<file path="config.mk">
export PLATFORM = sky130hd
export DESIGN_NAME = serial_digit_adder
export DESIGN_NICKNAME = d
export VERILOG_FILES = /design/src/rtl/sda_pkg.sv /design/src/rtl/digit_adder.sv /design/src/rtl/serial_digit_adder.sv
export SDC_FILE = /design/constraint.sdc
export NUM_CORES = 1
export LEC_CHECK = 0
export BUFFER_PORTS_ARGS = -buffer_cell sky130_fd_sc_hd__buf_4
export CORE_MARGIN = 4
export CORE_UTILIZATION = 49
export CTS_CLUSTER_DIAMETER = 30
export DETAILED_ROUTE_END_ITERATION = 7
export HOLD_SLACK_MARGIN = 0.05
export PLACE_DENSITY = 0.76
export SLEW_MARGIN = 0
export SYNTH_ARGS = -nofsm -noshare
export SYNTH_HDL_FRONTEND = slang
export SYNTH_SLANG_ARGS = --single-unit
</file>
<file path="constraint.sdc">
create_clock -name clk -period 2.3 [get_ports clk]
set_input_delay 0.115 -clock clk [delete_from_list [all_inputs] [get_ports clk]]
set_output_delay 0.115 -clock clk [all_outputs]
set_load 0.005 [all_outputs]
</file>
<file path="src/rtl/sda_pkg.sv">
// -----------------------------------------------------------------------------
// sda_pkg
// Shared types and helpers for the serial digit adder.
//   state_t : FSM encoding (IDLE, RUN, DONE)
//   clog2   : ceiling log2, used to size the digit counter
// -----------------------------------------------------------------------------
package sda_pkg;

    localparam int DEF_WIDTH = 16;
    localparam int DEF_DIGIT = 4;

    typedef enum logic [1:0] {
        IDLE = 2'd0,
        RUN  = 2'd1,
        DONE = 2'd2
    } state_t;

    function automatic int clog2(input int value);
        int res;
        int v;
        res = 0;
        v   = value - 1;
        while (v > 0) begin
            res = res + 1;
            v   = v >> 1;
        end
        return res;
    endfunction

endpackage

</file>
<file path="src/rtl/digit_adder.sv">
// -----------------------------------------------------------------------------
// digit_adder
// Combinational DIGIT-bit ripple-carry adder slice.
//   i_a, i_b : DIGIT-bit addends
//   i_cin    : carry in
//   o_sum    : DIGIT-bit sum
//   o_cout   : carry out of the top bit
// -----------------------------------------------------------------------------
module digit_adder #(
    parameter int DIGIT = 4
) (
    input  logic [DIGIT-1:0] i_a,
    input  logic [DIGIT-1:0] i_b,
    input  logic             i_cin,
    output logic [DIGIT-1:0] o_sum,
    output logic             o_cout
);

    logic [DIGIT:0] w_carry;

    always_comb begin
        w_carry    = '0;
        o_sum      = '0;
        w_carry[0] = i_cin;
        for (int i = 0; i < DIGIT; i++) begin
            o_sum[i]       = i_a[i] ^ i_b[i] ^ w_carry[i];
            w_carry[i + 1] = (i_a[i] & i_b[i]) | (w_carry[i] & (i_a[i] ^ i_b[i]));
        end
    end

    assign o_cout = w_carry[DIGIT];

endmodule

</file>
<file path="src/rtl/serial_digit_adder.sv">
// -----------------------------------------------------------------------------
// serial_digit_adder
// Multi-cycle adder/subtractor: one DIGIT-bit slice reused LSB-first over
// WIDTH/DIGIT cycles, with a start/busy/done handshake.
//   clk, rst_n     : clock, async active-low reset
//   start          : request, accepted when not busy
//   a, b, cin, sub : operands and mode, sampled with an accepted start
//   busy           : digits being processed
//   done           : one-cycle pulse, results valid
//   sum, cout, ovf : result, raw carry out, signed overflow
// -----------------------------------------------------------------------------
module serial_digit_adder
    import sda_pkg::*;
#(
    parameter int WIDTH = DEF_WIDTH,
    parameter int DIGIT = DEF_DIGIT
) (
    input  logic             clk,
    input  logic             rst_n,
    input  logic             start,
    input  logic [WIDTH-1:0] a,
    input  logic [WIDTH-1:0] b,
    input  logic             cin,
    input  logic             sub,
    output logic             busy,
    output logic             done,
    output logic [WIDTH-1:0] sum,
    output logic             cout,
    output logic             ovf
);

    localparam int NDIG  = WIDTH / DIGIT;
    localparam int CNT_W = clog2(NDIG) + 1;

    if (WIDTH % DIGIT != 0) begin : g_bad_param
        $error("serial_digit_adder: WIDTH must be a multiple of DIGIT");
    end

    state_t             r_state;
    state_t             w_state_nxt;
    logic [WIDTH-1:0]   r_a;
    logic [WIDTH-1:0]   r_b;
    logic               r_carry;
    logic [CNT_W-1:0]   r_cnt;
    logic [WIDTH-1:0]   r_sum;
    logic               r_cout;
    logic               r_ovf;

    logic               w_accept;
    logic               w_last;
    logic [DIGIT-1:0]   w_s;
    logic               w_c;
    logic [WIDTH-1:0]   w_sum_shift;

    assign w_accept = start && (r_state != RUN);
    assign w_last   = (r_cnt == CNT_W'(NDIG - 1));

    // New digit enters at the MSB end; written so DIGIT==WIDTH needs no special case.
    logic [WIDTH+DIGIT-1:0] w_sum_cat;
    assign w_sum_cat   = {w_s, r_sum};
    assign w_sum_shift = w_sum_cat[WIDTH+DIGIT-1:DIGIT];

    digit_adder #(
        .DIGIT (DIGIT)
    ) u_slice (
        .i_a    (r_a[DIGIT-1:0]),
        .i_b    (r_b[DIGIT-1:0]),
        .i_cin  (r_carry),
        .o_sum  (w_s),
        .o_cout (w_c)
    );

    always_ff @(posedge clk or negedge rst_n) begin
        if (!rst_n) begin
            r_state <= IDLE;
        end else begin
            r_state <= w_state_nxt;
        end
    end

    always_comb begin
        w_state_nxt = r_state;
        unique case (r_state)
            IDLE:    if (start) w_state_nxt = RUN;
            RUN:     if (w_last) w_state_nxt = DONE;
            DONE:    w_state_nxt = start ? RUN : IDLE;
            default: w_state_nxt = IDLE;
        endcase
    end

    always_ff @(posedge clk or negedge rst_n) begin
        if (!rst_n) begin
            r_a     <= '0;
            r_b     <= '0;
            r_carry <= 1'b0;
            r_cnt   <= '0;
            r_sum   <= '0;
            r_cout  <= 1'b0;
            r_ovf   <= 1'b0;
        end else if (w_accept) begin
            // Subtract as A + ~B + ~borrow_in.
            r_a     <= a;
            r_b     <= sub ? ~b : b;
            r_carry <= sub ? ~cin : cin;
            r_cnt   <= '0;
        end else if (r_state == RUN) begin
            r_a     <= r_a >> DIGIT;
            r_b     <= r_b >> DIGIT;
            r_carry <= w_c;
            r_cnt   <= r_cnt + CNT_W'(1);
            r_sum   <= w_sum_shift;
            if (w_last) begin
                r_cout <= w_c;
                // On the last digit the operand MSBs sit at bit DIGIT-1.
                r_ovf  <= (r_a[DIGIT-1] == r_b[DIGIT-1]) && (w_s[DIGIT-1] != r_a[DIGIT-1]);
            end
        end
    end

    assign busy = (r_state == RUN);
    assign done = (r_state == DONE);
    assign sum  = r_sum;
    assign cout = r_cout;
    assign ovf  = r_ovf;

endmodule

</file>
# Word level (Yosys, flattened, before mapping)
# Cells that the tools add are included.
[word_totals] rom_bits=0 mem_bits_rw=0 inputBits=37 regBits=56 elab_cells=61 n_memories=0 latch_bits=0 out_inout_bits=20
[classes] reduce_logical=7 div_mod_pow=0 n_eq_ne=8 order_cmp=0 bitwise=23 shift=0 mul=0 n_addsub=1 n_mux=14
[ops] op="two-way mux 16 bit" count=5
[ops] op="inverter 16 bit" count=1
[ops] op="AND 1 bit" count=8
[ops] op="bitwise XOR 1 bit" count=8
[ops] op="two-way mux 3 bit" count=2
[ops] op="case mux 2 bit (3 select lines)" count=1
[ops] op="two-way mux 1 bit" count=4
[ops] op="two-way mux 2 bit" count=2
[ops] op="inequality test 2 x 1 -> 1 bit, second input constant" count=2
[ops] op="bitwise OR 1 bit" count=4
[ops] op="AND reduction 2 bit" count=2
[ops] op="adder 3 x 1 -> 3 bit, second input constant" count=1
[ops] op="== test 3 x 2 -> 1 bit, second input constant" count=1
[ops] op="AND reduction 3 bit" count=1
[ops] op="== test 2 x 1 -> 1 bit, second input constant" count=1
[ops] op="== test 2 bit, second input constant" count=1
[ops] op="logical AND 1 bit" count=2
[ops] op="zero test 2 bit" count=1
[ops] op="inequality test 2 bit, second input constant" count=1
[ops] op="inverter 1 bit" count=2
[ops] op="nonzero test 2 bit" count=1
[ops] op="== test 1 bit" count=1
[ops] op="inequality test 1 bit" count=1

# Longest topological paths before layout
# Gate-level depths: netlist of the first run.
[depth] word_depth=11 depth_mapped=9 mapped_depth_nobuf=9

# Modules after synthesis
# A second synthesis of the first run with hierarchy kept.
[hier_totals] cells_unflattened=264 area_unflattened_um2=2683.8
[modules_own_cells] module="serial_digit_adder" area_each_um2=2566.2 instances=1 seq_area_each_um2=1401.3 cells_per_inst=250
[modules_own_cells] module="digit_adder" area_each_um2=117.6 instances=1 seq_area_each_um2=0.0 cells_per_inst=14

# Least setup slack after synthesis of the first run
# No wires, ideal clock.
[synth_path] kind="flip-flop to flip-flop" from="register r_a[0]" to="register r_ovf (netlist: ovf)" stages_incl_launch_ff=10 arrival_time_ns=2.184 path_slack_ns=0.020 setup_ns=0.095 required_time_ns=2.205 period_less_slack_ns=2.280 n_path_buf=0 cell_sequence="dfrtp_1 -> fa_1 -> inv_1 -> fa_1 -> inv_1 -> fa_1 -> inv_1 -> fa_1 -> xor2_1 -> o31ai_1"
[synth_between] elab_chain_len=10 elab_cells_between_ends=11 cone_classes="eq/ne: 1; bitwise: 9; reduce/logical: 1"
[synth_lines] element="start, declared" line_no="serial_digit_adder.sv:41" text="logic [WIDTH-1:0] r_a;"
[synth_lines] element="start signal, assigned" line_no="serial_digit_adder.sv:107" text="r_a <= r_a >> DIGIT;"
[synth_lines] element="bitwise XOR 1 bit" line_no="digit_adder.sv:27" text="w_carry[i + 1] = (i_a[i] & i_b[i]) | (w_carry[i] & (i_a[i] ^ i_b[i]));"
[synth_lines] element="AND 1 bit" line_no="digit_adder.sv:27"
[synth_lines] element="bitwise OR 1 bit *" line_no="digit_adder.sv:27"
[synth_lines] element="AND 1 bit *" line_no="digit_adder.sv:27"
[synth_lines] element="bitwise OR 1 bit *" line_no="digit_adder.sv:27"
[synth_lines] element="AND 1 bit *" line_no="digit_adder.sv:27"
[synth_lines] element="bitwise OR 1 bit *" line_no="digit_adder.sv:27"
[synth_lines] element="bitwise XOR 1 bit *" line_no="digit_adder.sv:26" text="o_sum[i] = i_a[i] ^ i_b[i] ^ w_carry[i];"
[synth_lines] element="inequality test 1 bit *" line_no="serial_digit_adder.sv:115" text="r_ovf <= (r_a[DIGIT-1] == r_b[DIGIT-1]) && (w_s[DIGIT-1] != r_a[DIGIT-1]);"
[synth_lines] element="logical AND 1 bit *" line_no="serial_digit_adder.sv:115"
[synth_lines] element="end signal, assigned" line_no="serial_digit_adder.sv:115"
[synth_lines] element="end, declared" line_no="serial_digit_adder.sv:47" text="logic r_ovf;"
# Every way passes the cells marked *; elsewhere a longest branch is shown, timed or not.
# A chain may end at the register's enable or synchronous reset.

# Final worst setup path of the first run
# Ends and elaborated chain as after synthesis.

==> results of run 1 <==
cells in the mapped netlist (all sizes together):
cell type  number
nand3           1
o31ai           1
ha              3
nand2b          1
o22ai           2
dfrtp          56
xor2           14
clkbuf          2
buf            14
xnor2           4
nor2            5
nor2b           1
mux2i          29
fa              4
a21oi           4
nand2          73
inv            11
o21ai          34
nand3b          1
cells by family (layout without fill, tap and decap cells):
family	Yosys count	after routing	share of synthesized area
muxes	29	29	0.1089
and+or+nand+nor	82	82	0.1193
adders and majority gates	7	7	0.04413
AOI/OAI and AO/OA	41	41	0.07888
xor gates and xnor gates	18	18	0.05915
buffers and inverters	27	80	0.06384
DFF	56	56	0.5258
worst max-delay path, delay by kind of cell (launching register included):
family	cells	cell delay, ps
compound gates	1	180
xor+xnor	1	160
fa+ha+maj	4	1310
buf+inv	3	160
flops	1	410
per-layer routing:
layer,global-route usage,wire length [um]
met1,0.2120,2242
met2,0.2593,2369
met3,0.04934,373
met4,0.03987,46
met5,0,0
area by class of cell:
| type | instances | area, um2 |
|---|---|---|
| multi-input combinational | 177 | 1101 |
| timing repair buffer | 61 | 473.0 |
| tap | 70 | 87.58 |
| inverter | 11 | 41.29 |
| clock buffer | 8 | 90.09 |
| fill | 460 | 2011 |
| sequential | 56 | 1401 |
how the worst min path moves through the flow:
| stage | to | slack (ps) | cells past startpoint |
|---|---|---|---|
| 5_1_grt | r_a[13]$_DFFE_PN0P_ | 70 | 3 |
| 6_report | r_a[13]$_DFFE_PN0P_ | 50 | 3 |
| 4_1_cts | r_a[12]$_DFFE_PN0P_ | 50 | 3 |
| 3_5_place_dp | sum[1]$_DFFE_PN0P_ | 210 | 1 |
| 3_3_place_gp | sum[3]$_DFFE_PN0P_ | 210 | 1 |
| 2_1_floorplan | cout$_DFFE_PN0P_ | -180 | 0 |
power groups by stage:
stage	clock [uW]	combinational, uW	sequential (uW)
after floorplan	0	1020	1650
after global placement	0	1430	1690
after detailed placement	0	1470	1710
after CTS	557	1520	1690
after global routing	596	1740	1740
final	552	1490	1690
through the flow:
stage	total power [uW]	std cells	area (um2)	utilization
6_report	3733	383	3194	0.6137
5_1_grt	4073	383	3194	0.6137
4_1_cts	3772	383	3194	0.6137
3_5_place_dp	3178	372	3072	0.5901
3_3_place_gp	3115	372	3072	0.5901
2_1_floorplan	2667	260	2665	-
state kept, by name, indices dropped and copies added, names as in the netlist:
register and flops:
r_b 16, ovf 1, r_cnt 3, r_a 16, r_carry 1, sum 16
r_state 2, cout 1
timing repair:
item | in CTS | in global routing
buffers inserted | 2 | 0
pin swaps | 3 | 3
endpoints found under the setup margin | 1 | 1
hold buffers | 1 | 0
hold endpoints to repair | 56 | 0
gates cloned | 0 | 0
resized for setup | 6 | 0
==> summary.md, run 1 <==
| Metric | Value |
|---|---|
| Syn-to-layout area delta | `19.86%` |
| Setup TNS | `0 ps` |
| Core Area | `5205 um2` |
| Commonest non-fill, non-tap cell in the layout | `nand2_1` |
| Least-Margin Pin Slew | `a little under 700 ps` |
| Fmax | `about 440 MHz` |
| First-pass GRT wire length | `8293 um` |
| Total congestion overflow | `0` |
| Post-layout nets | `356` |
| Worst path arrival time | `approximately 2500 ps` |
| Antenna cells | `0` |
| Sw power | `1391 uW` |
| I/O pins | `57` |
| Logic gate share of total power | `0.400` |
| Worst flop-to-flop path startpoint | `r_a[0]$_DFFE_PN0P_` |
| Top-area cell type share of the netlist area | `0.5258` |
| Via count | `approximately 1.9k` |
| RR Endpoint | `ovf$_DFFE_PN0P_` |
| Outcome | `complete, no violations` |
| P_int | `roughly 2300 uW` |
| Via density per instance | `~5` |
| Net Count, Synth | `304` |
| Worst VDD drop | `around 0.55 mV` |
| Mapped Area | `about 2700 um2` |
| Hold path startpoint | `a[13]` |
| Crit Path Max Fanout | `2` |
| Final min period | `around 2300 ps` |
| Worst skew pair latency | `~300 ps` |
| Antenna-violating nets left | `0` |
| GP Congestion | `about 0.70` |
| Leading area contributor after synthesis | `dfrtp_1` |
| Relative slew slack | `0.5383` |
| Sequential area share after synthesis | `0.5258` |
| Die Width | `81.75 um` |
| Setup Skew | `~5.5 ps` |
| Pwr/cell area | `~1200 nW/um2` |
| Clock power share | `0.148` |
| DP Worst Slack | `-77.05 ps` |
| Crit path kind | `reg -> reg` |
| Count of input and output buffers | `56` |
| Commonest cells after routing, fill and taps aside | `nand2_1, buf_4, dfrtp_1` |
| # setup viols final | `0` |
| Number of library cell types mapped by synthesis | `25` |
| Total die area | `around 6700 um2` |
| WL final | `5032 um` |
| CTS tree | `built` |
| Leakage power | `approximately 0.0016 uW` |
| DRC violations left | `0` |
| Reg2Reg Depth | `9` |
| RSZ-0062 raised after global routing | `yes` |
| Slew Viols, Final | `0` |
| Iter 0 DRT Violations | `66` |
| Starting Density | `0.5120` |
| Wire per inst | `roughly 13 um` |
| Largest net degree at the start of global routing | `57` |
| Hold WS | `approximately 50 ps` |
| Clk root buf | `clkbuf_8` |
| CTS H-tree depth | `2` |
| Number of max-cap violations | `0` |
| Top cells by area, synth | `dfrtp_1, mux2i_1, nand2_1, xor2_1, o21ai_0` |
| Sw Share | `0.3727` |
| Crit share post-route | `0.9966` |
| GR Util All Layers | `0.1607` |
| Initial antenna violation count | `0` |
| Type of the worst min-delay path | `in -> reg` |
| Clock transition at path regs | `around 100 ps` |
| Worst-case clock buffer depth | `2` |
| CP max stage cell | `fa_1` |
| Gate Count Post-Synth | `260` |
| Critical path required time | `around 2500 ps` |
| Setup crit start | `r_a[0]$_DFFE_PN0P_` |
| Maximum single-stage delay on the critical path | `between 400 and 500 ps` |
| Crit path capture | `ovf$_DFFE_PN0P_` |
| Vias in the first global route | `between 1.5k and 2k` |
| Clk sinks | `56` |
| Syn avg cell area | `slightly above 10 um2` |
| Final worst setup slack | `~8 ps` |
| CP Launch Type | `flop` |
| Hpwl dp | `approximately 3500 um` |
| Die height | `81.75 um` |
| Rows | `26` |
| Sequential fraction of design power | `0.452` |
| R2R Setup Slk | `between 7 and 8 ps` |
| Share of cells above drive strength 1 | `0.2332` |
| Critical path cell sequence | `fa_2, inv_2, fa_2, inv_2, fa_2, inv_2, fa_1, xor2_1, o31ai_1` |
| Drt pass-1 iters | `5` |
| Yosys warnings | `0` |
| Crit end category | `flop` |
| Num CTS Buffers | `5` |
| Flops & latches, synth | `56` |
| Final count of hold timing violations | `0` |
No activity file was read; power rests on OpenSTA's default activity.
==> run 2, diff against run 1 <==
--- a/config.mk
+++ b/config.mk
@@ -14,3 +14,3 @@
 export PLACE_DENSITY = 0.76
-export SLEW_MARGIN = 0
+export SLEW_MARGIN = 20
 export SYNTH_ARGS = -nofsm -noshare
==> constraint.sdc (replaced) <==
create_clock -name clk -period 2.3 [get_ports clk]
set_input_delay 0.46 -clock clk [delete_from_list [all_inputs] [get_ports clk]]
set_output_delay 0.46 -clock clk [all_outputs]
set_load 0.005 [all_outputs]
==> summary.md, run 2 (synthesis results as in run 1) <==
| Metric | Value |
|---|---|
| Setup crit start | `r_carry$_DFFE_PN0P_` |
| Count of input and output buffers | `56 (unchanged)` |
| Fmax | `425.5 MHz (-2.5%)` |
| Total congestion overflow | `0 (unchanged)` |
| CP max stage cell | `fa_1` |
| Crit path kind | `reg -> reg` |
| Clk root buf | `clkbuf_8` |
| DRC violations left | `0 (unchanged)` |
| Via count | `1891 (-0.21%)` |
| Crit-path leading delay family | `adder cells` |
| R2R Setup Slk | `-50 ps (-60 ps)` |
| # setup viols final | `1 (+1)` |
| Clk sinks | `56 (unchanged)` |
| Crit end category | `flop` |
| Commonest non-fill, non-tap cell in the layout | `nand2_1` |
| Hpwl dp | `3593 um (+4.1%)` |
| First-pass GRT wire length | `8618 um (+3.9%)` |
| DP Worst Slack | `-147.5 ps (-70.46 ps)` |
| Vias in the first global route | `1854 (+0.11%)` |
| Setup Skew | `10.46 ps (+4.918 ps)` |
| Critical path required time | `2510 ps (about the same)` |
| Core Area | `5205 um2 (unchanged)` |
| Hold buffers post-CTS | `0 (-1)` |
| Post-layout nets | `356 (unchanged)` |
| Starting Density | `0.5120 (unchanged)` |
| Rows | `26 (unchanged)` |
| CP Launch Type | `flop` |
| RSZ-0062 raised after global routing | `yes` |
| Final min period | `2350 ps (+57.98 ps)` |
| GP Congestion | `0.7193 (+3.3%)` |
| Drt pass-1 iters | `7 (+2)` |
| Syn-to-layout area delta | `20.00%` |
| Slew Viols, Final | `0 (unchanged)` |
| DP Area | `3067 um2 (-0.16%)` |
| Failing checks | `setup timing` |
| Reg2Reg Depth | `9 (unchanged)` |
| CTS tree | `built` |
| Die Width | `81.75 um (unchanged)` |
| Worst VDD drop | `0.6511 mV (+18%)` |
| Leakage power | `0.001643 uW (+0.53%)` |
| Total die area | `6683 um2 (unchanged)` |
| Crit share post-route | `1.022 (+0.02521)` |
| Worst skew pair latency | `310 ps (about the same)` |
| Least-Margin Pin Slew | `692.2 ps (-0.3652 ps)` |
| Commonest cells after routing, fill and taps aside | `nand2_1, buf_4, dfrtp_1` |
| WL final | `5109 um (+1.5%)` |
| Relative slew slack | `0.5385 (about the same)` |
| Wire per inst | `13.34 um (+1.5%)` |
| Final count of hold timing violations | `0 (unchanged)` |
| Largest net degree at the start of global routing | `57 (unchanged)` |
| Type of the worst min-delay path | `in -> async` |
| Antenna-violating nets left | `0 (unchanged)` |
| Critical path cell sequence | `fa_2, inv_2, fa_1, inv_1, fa_2, inv_2, fa_1, xor2_1, o31ai_1` |
| GR Util All Layers | `0.1690 (+0.008237)` |
| Number of max-cap violations | `0 (unchanged)` |
| Fin area | `3198 um2 (+0.12%)` |
| I/O pins | `57 (unchanged)` |
| Critical path buffer and inverter count | `3 (unchanged)` |
| Pwr/cell area | `1209 nW/um2 (+3.4%)` |
| CTS H-tree depth | `2 (unchanged)` |
| Worst flop-to-flop path startpoint | `r_carry$_DFFE_PN0P_` |
| Share of cells above drive strength 1 | `0.2364 (+0.003195)` |
| Final worst setup slack | `-50.11 ps (-57.98 ps)` |
| RR Endpoint | `ovf$_DFFE_PN0P_` |
| Antenna cells | `0 (unchanged)` |
| Worst path arrival time | `2560 ps (+50 ps)` |
| Die height | `81.75 um (unchanged)` |
| Via density per instance | `4.937 (-0.21%)` |
| Maximum single-stage delay on the critical path | `430 ps (about the same)` |
| Worst-case clock buffer depth | `2 (unchanged)` |
| Iter 0 DRT Violations | `81 (+23%)` |
| Clock transition at path regs | `100 ps (about the same)` |
| Initial antenna violation count | `0 (unchanged)` |
| Num CTS Buffers | `5 (unchanged)` |
| Total power draw | `3865 uW (+3.5%)` |
| Outcome | `complete, but fails checks` |
| Post-Route Utilization | `0.6144 (+0.0007210)` |
| Crit Path Max Fanout | `2 (unchanged)` |
-- run 2: cell types whose count changed in the layout (fill, tap and decap cells not counted), sizes merged --
cell | before | now
clkbuf | 8 | 6
buf | 60 | 61
dlygate4sd3 | 1 | 0
clkinv | 0 | 1
bufinv | 0 | 1
-- run 2: cell type report --
class	count	area [um2]
inverters	11	41.29
clock inverters	2	35.03
well taps	70	87.58
clock buffers	6	72.57
flip-flops and latches	56	1401
multi-input cells	177	1102
repair buffers	61	457.9
fillers	485	2007
-- run 2: metal layers --
| layer | up-vias | track usage | wire (um) |
|---|---|---|---|
| li1 | 941 | - | - |
| met1 | 904 | 0.2198 | 2262 |
| met2 | 41 | 0.2795 | 2513 |
| met3 | 5 | 0.04496 | 277 |
| met4 | 0 | 0.04485 | 56 |
| met5 | - | 0 | 0 |
-- run 2: power by group --
group / switching (uW) / internal [uW]
sequential: 279 / 1410
combinational: 845 / 700
clock: 306 / 324
-- run 2: worst max-delay path by stage --
stage / depth (start not counted) / to
2_1_floorplan: 9 / ovf$_DFFE_PN0P_
3_3_place_gp: 9 / ovf$_DFFE_PN0P_
3_5_place_dp: 9 / ovf$_DFFE_PN0P_
4_1_cts: 9 / ovf$_DFFE_PN0P_
5_1_grt: 9 / ovf$_DFFE_PN0P_
6_report: 9 / ovf$_DFFE_PN0P_
-- run 2: timing repair --
item / 4_1_cts / 5_1_grt
endpoints found under the setup margin: 1 / 2
buffers inserted: 2 / 0
gates resized for setup: 5 / 1
pin swaps: 3 / 2
-- run 2: per-stage QoR --
| step | instances | hold slack, ps | setup TNS [ps] |
|---|---|---|---|
| floorplan | 260 | 164.4 | 0 |
| global placement | 373 | 457.7 | -26.70 |
| detailed placement | 373 | 467.6 | -147.5 |
| CTS | 383 | 212.8 | -117.3 |
| global route | 383 | 240.2 | -145.0 |
| finish | 383 | 187.7 | -50.11 |
==> run 3, diff against run 2 <==
Settings changed: ABC_AREA from default to 1, PLACE_DENSITY 0.76 to 0.75.
==> summary.md, run 3 <==
| Metric | Value |
|---|---|
| Outcome | `complete, no violations` |
| Gate Count Post-Synth | `333 (+28%)` |
| Clk sinks | `56 (unchanged)` |
| Flops & latches, synth | `56 (unchanged)` |
| Num CTS Buffers | `5 (unchanged)` |
| Iter 0 DRT Violations | `120 (+48%)` |
| DP Area | `3191 um2 (+4.0%)` |
| Placed Instances | `448 (+20%)` |
| Total die area | `6917 um2 (+3.5%)` |
| Hpwl dp | `4026 um (+12%)` |
| CP max stage cell | `fa_1` |
| First-pass GRT wire length | `10100 um (+17%)` |
| Final count of hold timing violations | `0 (unchanged)` |
| GR Util All Layers | `0.1754 (+0.006397)` |
| Worst skew pair latency | `310 ps (about the same)` |
| Post-synth top flop | `dfrtp_1` |
| Clock power share | `0.139 (-0.024)` |
| Starting Density | `0.5028 (-0.009179)` |
| CTS tree | `built` |
| Crit Path Max Fanout | `3 (+1)` |
| Count of input and output buffers | `56 (unchanged)` |
| Least-Margin Pin Slew | `694.5 ps (+2.227 ps)` |
| Sw Share | `0.4000 (+0.02998)` |
| Sequential area share after synthesis | `0.5061 (-0.01972)` |
| Pwr/cell area | `1173 nW/um2 (-3.0%)` |
| Post-synth EDFFs | `0 (unchanged)` |
| Total congestion overflow | `0 (unchanged)` |
| Final min period | `2262 ps (-88.03 ps)` |
| CP Launch Type | `flop` |
| Sequential fraction of design power | `0.435 (-0.002)` |
| Relative slew slack | `0.5370 (-0.001485)` |
| Die Width | `83.17 um (+1.7%)` |
| Critical path cell sequence | `fa_2, inv_2, fa_1, inv_1, fa_2, inv_2, fa_1, inv_1, a21oi_1, nand3_1, nand2_1` |
| Critical path required time | `2510 ps (about the same)` |
| # setup viols final | `0 (-1)` |
| Clk root buf | `clkbuf_8` |
| GP Congestion | `0.8424 (+17%)` |
| Maximum single-stage delay on the critical path | `430 ps (about the same)` |
| Critical path buffer and inverter count | `4 (+1)` |
| Finished Layout Cells | `456 (+19%)` |
| WL final | `5659 um (+11%)` |
| Wire per inst | `12.41 um (-7.0%)` |
| Top cells by area, synth | `dfrtp_1, nand2_1, nand3_1, inv_1, fa_1` |
| Drt pass-1 iters | `4 (-3)` |
| Crit end category | `flop` |
| Hold buffers post-CTS | `0 (unchanged)` |
| CTS H-tree depth | `2 (unchanged)` |
| Worst path arrival time | `2470 ps (-90 ps)` |
| Commonest non-fill, non-tap cell in the layout | `nand2_1` |
| Clock transition at path regs | `100 ps (about the same)` |
| Worst-case clock buffer depth | `2 (unchanged)` |
| P_int | `2311 uW (-5.1%)` |
| DRC violations left | `0 (unchanged)` |
| Via count | `2256 (+19%)` |
| Logic gate share of total power | `0.426 (+0.026)` |
| Yosys warnings | `0 (unchanged)` |
| Number of library cell types mapped by synthesis | `24 (-4.0%)` |
| Mapped Area | `2769 um2 (+3.9%)` |
| Antenna cells | `0 (unchanged)` |
| Post-synth ARST share | `1.000 (unchanged)` |
| Net Count, Synth | `377 (+24%)` |
| Post-layout nets | `427 (+20%)` |
| Top-count cell post-synth | `nand2_1` |
| Via density per instance | `4.947 (+0.20%)` |
| Crit-path leading delay family | `adder cells` |
| Slew Viols, Final | `0 (unchanged)` |
| Syn avg cell area | `8.315 um2 (-19%)` |
| Fmax | `442.1 MHz (+3.9%)` |
| Worst VDD drop | `0.4517 mV (-31%)` |
| Crit share post-route | `0.9835 (-0.03827)` |
| Fin area | `3284 um2 (+2.7%)` |
| Leading area contributor after synthesis | `dfrtp_1` |
| Largest net degree at the start of global routing | `57 (unchanged)` |
| Type of the worst min-delay path | `in -> async` |
| RSZ-0062 raised after global routing | `yes` |
| Rows | `27 (+3.8%)` |
| Sw power | `1541 uW (+7.7%)` |
| Share of cells above drive strength 1 | `0.2240 (-0.01246)` |
| I/O pins | `57 (unchanged)` |
| Top-area cell type share of the netlist area | `0.5061 (-0.01972)` |
| Commonest cells after routing, fill and taps aside | `nand2_1, buf_4, dfrtp_1` |
| Setup Skew | `6.100 ps (-4.361 ps)` |
| Syn-to-layout area delta | `18.62%` |
| Commonest cells in the netlist | `nand2_1, dfrtp_1, nand3_1` |
| Leakage power | `0.001741 uW (+6.0%)` |
| Initial antenna violation count | `0 (unchanged)` |
| Setup TNS | `0 ps (+50.11 ps)` |
| Die height | `83.17 um (+1.7%)` |
| Crit path kind | `reg -> reg` |
| Antenna-violating nets left | `0 (unchanged)` |
| Vias in the first global route | `2217 (+20%)` |
| Core Area | `5507 um2 (+5.8%)` |
| Number of max-cap violations | `0 (unchanged)` |
## run 3: cell types whose count changed in the layout (fill, tap and decap cells not counted), sizes merged, moves of 14 or more
cell	delta
nand3	+55
o21ai	-15
nand2	+57
inv	+22
xor2	-14
mux2i	-29
## run 3: per-stage QoR
step                hold WS [ps]  power, uW  setup slack, ps    util
finish                     185.1       3851            37.92  0.5965
global route               238.6       4219           -108.5  0.5965
detailed placement         460.0       3340           -52.14  0.5794
CTS                        203.1       3899            2.868  0.5965
floorplan                  164.4       2842            101.1       -
global placement           456.7       3270            31.14  0.5794
## run 3: repair_timing
action / CTS / global route
buffers inserted: 0 / 0
setup endpoints to repair: 1 / 1
gates resized for setup: 4 / 0
pin swaps: 3 / 4
## run 3: metal layers
metal  vias up  share of wire  GRT usage
met5         -              0          0
met4         0         0.0097    0.04458
met3         6          0.047    0.04960
met1      1057           0.45     0.2158
met2        45           0.49     0.3032
li1       1148              -          -
## run 3: cell type report
| class | count | area (um2) |
|---|---|---|
| Sequential cell | 56 | 1401 |
| Tap cell | 72 | 90.09 |
| Fill cell | 539 | 2222 |
| Inverter | 33 | 123.9 |
| Clock inverter | 2 | 16.27 |
| Multi-Input combinational cell | 227 | 1130 |
| Clock buffer | 6 | 72.57 |
| Timing Repair Buffer | 60 | 450.4 |
## run 3: worst register-to-register path: stages (launching register included)
cell and delay, ps:
dfrtp_1 410, fa_2 390, inv_2 60, fa_1 150, inv_1 50, fa_2 340, inv_2 60, fa_1 430
inv_1 70, a21oi_1 50, nand3_1 80, nand2_1 60
## run 3: logic make-up after synthesis
group / after synthesis / share of synthesized area
AOI/OAI and AO/OA: 24 / 0.05648
xor gates and xnor gates: 4 / 0.01265
adders and majority gates: 7 / 0.04248
buffers and inverters: 50 / 0.08766
DFF: 56 / 0.5061
and+or+nand+nor: 192 / 0.2946
## run 3: power by group through the flow
stage | logic (uW) | registers, uW | clock network (uW)
3_5_place_dp | 1650 | 1690 | 0
3_3_place_gp | 1600 | 1670 | 0
2_1_floorplan | 1200 | 1640 | 0
4_1_cts | 1670 | 1670 | 559
5_1_grt | 1910 | 1720 | 587
6_report | 1640 | 1670 | 536
## run 3: path summary, 6_finish.rpt
path	start	endpoint	slack [ps]	depth (start not counted)
hold reg to reg	r_a[14]$_DFFE_PN0P_	r_a[14]$_DFFE_PN0P_	480	2
min in group clk	a[15]	r_a[15]$_DFFE_PN0P_	330	3
max in group asynchronous	rst_n	r_b[0]$_DFFE_PN0P_	1660	1
setup reg to reg	r_a[0]$_DFFE_PN0P_	ovf$_DFFE_PN0P_	40	11
hold / removal	rst_n	sum[3]$_DFFE_PN0P_	190	1
setup / recovery	r_a[0]$_DFFE_PN0P_	ovf$_DFFE_PN0P_	40	11
